File: config.mk
export PLATFORM = sky130hd
export DESIGN_NAME = run_ctrl
export DESIGN_NICKNAME = d
export VERILOG_FILES = /design/src/rtl/run_ctrl_pkg.sv /design/src/rtl/run_ctrl_sat_counter.sv /design/src/rtl/run_ctrl.sv
export SDC_FILE = /design/constraint.sdc
export NUM_CORES = 1
export LEC_CHECK = 0
export CAP_MARGIN = 5
export CORE_ASPECT_RATIO = 1.1
export CORE_MARGIN = 5
export CORE_UTILIZATION = 25
export CTS_CLUSTER_DIAMETER = 60
export CTS_CLUSTER_SIZE = 10
export DETAILED_ROUTE_END_ITERATION = 16
export PLACE_DENSITY_LB_ADDON = 0.08
export SYNTH_ARGS = -nofsm -noshare
export SYNTH_HDL_FRONTEND = slang
export SYNTH_SLANG_ARGS = --single-unit
File: constraint.sdc
create_clock -name clk -period 2.4 [get_ports clk]
set_input_delay 0.48 -clock clk [delete_from_list [all_inputs] [get_ports clk]]
set_output_delay 0.48 -clock clk [all_outputs]
set_load 0.005 [all_outputs]
File: src/rtl/run_ctrl_pkg.sv
// run_ctrl_pkg
// Shared definitions for the run-control stage: the FSM state encoding and
// the program-counter width used for the retire stream and halt_pc capture.
package run_ctrl_pkg;

    localparam int PC_W = 16;

    // Encoding is fixed so that state values are stable across tools and
    // recognisable when probed during bring-up.
    typedef enum logic [1:0] {
        RUN     = 2'd0,
        DRAIN   = 2'd1,
        DONE    = 2'd2,
        TIMEOUT = 2'd3
    } run_state_e;

endpackage

File: src/rtl/run_ctrl_sat_counter.sv
// sat_counter
// Up-counter that sticks at all-ones instead of wrapping.
// Ports:
//   clk   - clock, all updates on rising edge
//   rst_n - synchronous active-low reset, count returns to 0
//   clr   - synchronous clear, takes priority over en
//   en    - advance the count by one this cycle
//   count - current count value
module sat_counter #(
    parameter int W = 16
) (
    input  logic         clk,
    input  logic         rst_n,
    input  logic         clr,
    input  logic         en,
    output logic [W-1:0] count
);

    logic [W-1:0] count_q;
    logic [W-1:0] count_d;

    // Clear wins over enable; an enabled count at all-ones holds its value.
    always_comb begin
        count_d = count_q;
        if (clr) begin
            count_d = '0;
        end else if (en && (count_q != '1)) begin
            count_d = count_q + 1'b1;
        end
    end

    always_ff @(posedge clk) begin
        if (!rst_n) begin
            count_q <= '0;
        end else begin
            count_q <= count_d;
        end
    end

    assign count = count_q;

endmodule

File: src/rtl/run_ctrl.sv
// run_ctrl
// Run-control stage in front of the simulation clock generator. Watches the
// writeback retire stream for a HALT, freezes the front end while memory
// drains, then raises halt. A cycle-limit watchdog forces a timeout halt if
// no HALT retires in time. Cycle, retire and halt-PC statistics are exposed
// for end-of-run reporting.
// Ports:
//   clk          - single clock
//   rst_n        - synchronous active-low reset
//   wb_valid     - an instruction retires this cycle
//   wb_halt      - retiring instruction is HALT (qualified by wb_valid)
//   wb_pc        - PC of the retiring instruction
//   mem_idle     - no outstanding memory writes
//   freeze       - stall fetch/decode (DRAIN, DONE, TIMEOUT)
//   halt         - stop request to the clock generator (DONE, TIMEOUT)
//   timed_out    - run ended by the watchdog
//   cycle_count  - cycles spent in RUN plus DRAIN
//   retire_count - instructions retired in RUN, including HALT
//   halt_pc      - PC of the HALT that ended the run
module run_ctrl
    import run_ctrl_pkg::*;
#(
    parameter int MAX_CYCLES = 10000,
    parameter int DRAIN_MAX  = 16,
    parameter int CNT_W      = 16
) (
    input  logic             clk,
    input  logic             rst_n,
    input  logic             wb_valid,
    input  logic             wb_halt,
    input  logic [PC_W-1:0]  wb_pc,
    input  logic             mem_idle,
    output logic             freeze,
    output logic             halt,
    output logic             timed_out,
    output logic [CNT_W-1:0] cycle_count,
    output logic [CNT_W-1:0] retire_count,
    output logic [PC_W-1:0]  halt_pc
);

    // One spare bit so the drain counter can always represent DRAIN_MAX-1.
    localparam int DRAIN_W = $clog2(DRAIN_MAX) + 1;

    run_state_e       state_q;
    run_state_e       state_d;
    logic [PC_W-1:0]  halt_pc_q;
    logic [PC_W-1:0]  halt_pc_d;

    logic             cycle_en;
    logic             retire_en;
    logic             drain_clr;
    logic             drain_en;
    logic [DRAIN_W-1:0] drain_count;

    // Counter values widened to 32 bits so the limit comparisons never
    // alias through truncation when a counter is narrower than the limit.
    logic [31:0]      cycle_ext;
    logic [31:0]      drain_ext;

    assign cycle_ext = 32'(cycle_count);
    assign drain_ext = 32'(drain_count);

    sat_counter #(.W(CNT_W)) u_cycle_cnt (
        .clk   (clk),
        .rst_n (rst_n),
        .clr   (1'b0),
        .en    (cycle_en),
        .count (cycle_count)
    );

    sat_counter #(.W(CNT_W)) u_retire_cnt (
        .clk   (clk),
        .rst_n (rst_n),
        .clr   (1'b0),
        .en    (retire_en),
        .count (retire_count)
    );

    sat_counter #(.W(DRAIN_W)) u_drain_cnt (
        .clk   (clk),
        .rst_n (rst_n),
        .clr   (drain_clr),
        .en    (drain_en),
        .count (drain_count)
    );

    // Next-state and counter-enable decode. A retiring HALT is checked
    // before the watchdog so HALT wins when both happen on the same cycle.
    // The watchdog is only evaluated in RUN; DRAIN always completes.
    always_comb begin
        state_d   = state_q;
        halt_pc_d = halt_pc_q;
        cycle_en  = 1'b0;
        retire_en = 1'b0;
        drain_clr = 1'b0;
        drain_en  = 1'b0;
        case (state_q)
            RUN: begin
                cycle_en  = 1'b1;
                retire_en = wb_valid;
                if (wb_valid && wb_halt) begin
                    halt_pc_d = wb_pc;
                    drain_clr = 1'b1;
                    state_d   = DRAIN;
                end else if (cycle_ext == 32'(MAX_CYCLES - 1)) begin
                    state_d = TIMEOUT;
                end
            end
            DRAIN: begin
                cycle_en = 1'b1;
                drain_en = 1'b1;
                if (mem_idle || (drain_ext == 32'(DRAIN_MAX - 1))) begin
                    state_d = DONE;
                end
            end
            default: begin
                // DONE and TIMEOUT are terminal until reset.
            end
        endcase
    end

    always_ff @(posedge clk) begin
        if (!rst_n) begin
            state_q   <= RUN;
            halt_pc_q <= '0;
        end else begin
            state_q   <= state_d;
            halt_pc_q <= halt_pc_d;
        end
    end

    // Status outputs are pure decodes of the registered state.
    assign freeze    = (state_q != RUN);
    assign halt      = (state_q == DONE) || (state_q == TIMEOUT);
    assign timed_out = (state_q == TIMEOUT);
    assign halt_pc   = halt_pc_q;

endmodule

==> results of run 1 <==
tightest hold or removal path, cell delays in order, from the launching register on:
cell     delay, ns
dfxtp_1       0.32
nand2_1       0.05
a21oi_1       0.05
kinds of logic after synthesis:
kind of cell,Yosys count,synth area share [%]
fa+ha+maj,5,2.48
buf+inv,20,3.22
mux,8,3.17
compound gates,67,15.6
flops,55,43.6
simple gates,141,29.9
xor+xnor,6,2.08
worst paths after layout:
kind,startpoint,endpoint,slack (ns),cells past startpoint
worst max-delay path,wb_valid,u_retire_cnt.count[15]$_SDFFE_PN0P_,0.07,5
worst min-delay path,halt_pc[4]$_SDFFE_PN0P_,halt_pc[4]$_SDFFE_PN0P_,0.46,2
worst max register to register,u_retire_cnt.count[1]$_SDFFE_PN0P_,u_retire_cnt.count[1]$_SDFFE_PN0P_,0.28,6
worst min register to register,halt_pc[4]$_SDFFE_PN0P_,halt_pc[4]$_SDFFE_PN0P_,0.46,2
flip-flops by register name, summed over array words and instances (netlist names):
| register | flops |
|---|---|
| halt_pc | 16 |
| u_cycle_cnt.count | 16 |
| u_retire_cnt.count | 16 |
| u_drain_cnt.count | 5 |
| state_q | 2 |
metrics by stage:
| step | instances | worst slack [ns] | power, W | utilization, % |
|---|---|---|---|---|
| after floorplan | 302 | 0.289 | 0.00107 | - |
| final | 506 | 0.0737 | 0.00174 | 36.2 |
| after CTS | 506 | 0.0705 | 0.00179 | 36.2 |
| after global placement | 498 | -0.260 | 0.00120 | 35.2 |
| after detailed placement | 498 | -0.265 | 0.00121 | 35.2 |
| after global routing | 506 | 0.0241 | 0.00184 | 36.2 |
cells in the final DEF (no fill, tap or decap), drive strengths merged:
| cell | netlist | routed |
|---|---|---|
| a41oi | 1 | 1 |
| clkdlybuf4s50 | 0 | 71 |
| xor2 | 3 | 3 |
| a211oi | 3 | 3 |
| nand2 | 51 | 51 |
| nor4b | 1 | 1 |
| o21a | 1 | 1 |
| a21oi | 34 | 34 |
| or4 | 12 | 12 |
| or3 | 6 | 6 |
| buf | 1 | 16 |
| or2 | 3 | 3 |
| and3 | 7 | 7 |
| nor3 | 5 | 5 |
| nand4 | 10 | 10 |
| o31ai | 12 | 12 |
| mux2i | 8 | 8 |
| and4 | 5 | 5 |
| dfxtp | 55 | 55 |
| and3b | 1 | 1 |
| o2111ai | 1 | 1 |
| o211ai | 1 | 1 |
| a31oi | 2 | 2 |
| o41ai | 1 | 1 |
| xnor2 | 3 | 3 |
| nand2b | 5 | 5 |
| nor4 | 4 | 4 |
| clkbuf | 9 | 8 |
| inv | 9 | 9 |
| a21boi | 1 | 1 |
| and2 | 4 | 4 |
| nor3b | 2 | 2 |
| o21ai | 10 | 10 |
| nand3 | 12 | 12 |
| ha | 5 | 5 |
| or3b | 1 | 1 |
| nor2 | 12 | 12 |
routing by layer:
metal	vias up	share of wire [%]	global-route usage (%)
met5	-	0	0
met4	0	1.1	3.71
met3	7	5.4	3.06
met2	65	47	19.3
met1	1126	47	14.7
li1	1266	-	-
area by class of cell:
type                            count  area, sq um  area share [%]
Multi-Input combinational cell    227         1350            37.7
Sequential cell                    55         1100            30.8
Tap cell                          120          150            4.19
Clock buffer                        8          100            2.80
Timing Repair Buffer               87          843            23.6
Inverter                            9         33.8           0.944
synth_stat cells (2+ instances only):
library cell and number:
o31ai_1 12, nand2_1 51, ha_1 5, a211oi_1 3, or4_1 10, nor2_1 12, nor4_1 4, nand2b_1 5
nand4_1 10, and4_1 5, inv_1 9, a31oi_1 2, xor2_1 3, and2_1 3, nand3_1 12, mux2i_1 8
clkbuf_1 9, xnor2_1 3, and3_1 7, o21ai_0 10, a21oi_1 34, dfxtp_1 55, or2_2 3, nor3_1 5
or3_1 6
power by group through the flow:
stage | clock [W] | sequential [W] | combinational, W
2_1_floorplan | 0 | 0.000984 | 0.0000861
3_3_place_gp | 0 | 0.000983 | 0.000221
3_5_place_dp | 0 | 0.000984 | 0.000222
4_1_cts | 0.000604 | 0.000963 | 0.000224
5_1_grt | 0.000631 | 0.000968 | 0.000243
6_report | 0.000561 | 0.000962 | 0.000218
==> flow_metrics.py, run 1 <==
metrics = {
    "timing": {
        "period_share_pct": 96.9,
        "period_needed_ns": 2.33,
        "fin_hold_ws_ns": 0.457,
        "hold_viol_final": 0,
        "maxSlewHeadroom_pct": 44.4,
        "timing.fmax_mhz": 430,
        "tightest_slew_ns": 0.825,
        "tns_ns": 0,
        "slew_viol_final": 0,
        "rsz0062_at_grt": "no",
        "fin_skew_ns": 0.00578,
        "setup_viol": 0,
    },
    "place": {
        "io_buffers": 71,
        "place_congestion": 0.804,
        "post-dp-hpwl_um": 5040,
        "placed_area_sq_um": 3480,
    },
    "power_and_ir_drop": {
        "clockPowerShare_pct": 32.2,
        "power_density_nw_per_um2": 486,
        "p_switching_w": 0.000412,
        "p_comb_share_pct": 12.5,
        "leakage_nw": 1.22,
        "seqPwrFrac_pct": 55.3,
        "ir_worst_vdd_mv": 0.255,
        "intPower_w": 0.00133,
        "swShare_pct": 23.7,
    },
    "worst_setup_path": {
        "crit_family": "simple AND/OR/NAND/NOR gates",
        "critPathKind": "in2reg",
        "cpMaxStageDelayCell": "or4_4",
        "critical_path.cell_chain": "clkdlybuf4s50_1 -> or3b_4 -> or4_4 -> or4_1 -> a21oi_1",
        "crit_path_end_kind": "flop",
        "cp.arrival_ns": 2.57,
        "max_stage_delay_ns": 0.57,
        "required_ns": 2.64,
        "path_buf_inv": 1,
        "worstPathMaxFanout": 6,
        "cp-start-kind": "input pin",
    },
    "drt": {
        "drc_errors": 0,
        "first_pass_iters": 4,
        "ant_nets": 0,
        "vias": 2464,
        "drt_wl_total_um": 6960,
        "vias_per_cell": 4.87,
        "drt_iter0_drc": 61,
        "wire_per_inst_um": 13.7,
    },
    "cts": {
        "cts_buffers": 5,
        "clockBufferDepth": 2,
        "htree_num_levels": 2,
        "cts.sinks": 55,
        "cts-resized-gates": 0,
        "cts_tree": "done",
        "clk_latency_ns": 0.30,
        "clk_pin_slew_ns": 0.10,
        "cts-root-buf": "clkbuf_8",
        "cts_post_setup_buffers_inserted": 0,
        "cts_hold_buffers": 0,
    },
    "grt": {
        "antenna_found_initial": 0,
        "grt_max_degree": 41,
        "grt_pass1_wl_um": 11600,
        "grt_pass1_vias": 2425,
        "global_route.overflow_total": 0,
        "gr-usage-all-layers_pct": 11.6,
    },
    "layout": {
        "num_antenna_cells": 0,
        "fill_cells": 1033,
        "nets": 411,
        "drive_gt1_share_pct": 8.29,
        "final_area_sq_um": 3580,
        "area_growth_pct": 41.7,
    },
    "logic_synthesis": {
        "synth_ff_type": "dfxtp_1",
        "seq_area_frac_synth_pct": 43.6,
        "synth_area_per_cell_sq_um": 8.36,
        "synth-edff-count": 0,
        "yosys-top-cells-area": "dfxtp_1, nand2_1, a21oi_1",
        "synth_top_area_cell": "dfxtp_1",
        "ys_types": 41,
        "async_reset_ff_share_pct": 0,
        "synth_seq_cells": 55,
        "synth_warnings": 0,
        "synthesis.area_sq_um": 2530,
        "synthCells": 302,
        "syn_nets": 328,
        "synth_top_cell_area_share_pct": 43.6,
    },
    "floorplan": {
        "row_count": 38,
        "die_area_sq_um": 12200,
        "start_util_pct": 25.5,
        "fp.coreArea_sq_um": 9890,
        "die_h_um": 115,
        "ioPinCount": 72,
        "die_w_um": 106,
    },
    "outcome": {
        "outcome": "complete, no violations",
    },
    "min_path": {
        "hold_path_class": "reg2reg",
    },
    "run": {
        "maxCapViolations": 0,
    },
}
(Power assumes the default switching activity.)
==> run 2, diff against run 1 <==
--- a/config.mk
+++ b/config.mk
@@ -9,7 +9,6 @@
 export CORE_ASPECT_RATIO = 1.1
 export CORE_MARGIN = 5
 export CORE_UTILIZATION = 25
-export CTS_CLUSTER_DIAMETER = 60
 export CTS_CLUSTER_SIZE = 10
 export DETAILED_ROUTE_END_ITERATION = 16
 export PLACE_DENSITY_LB_ADDON = 0.08
==> results of run 2 <==
No change in the layout: final DEF, timing and power equal those of run 1.
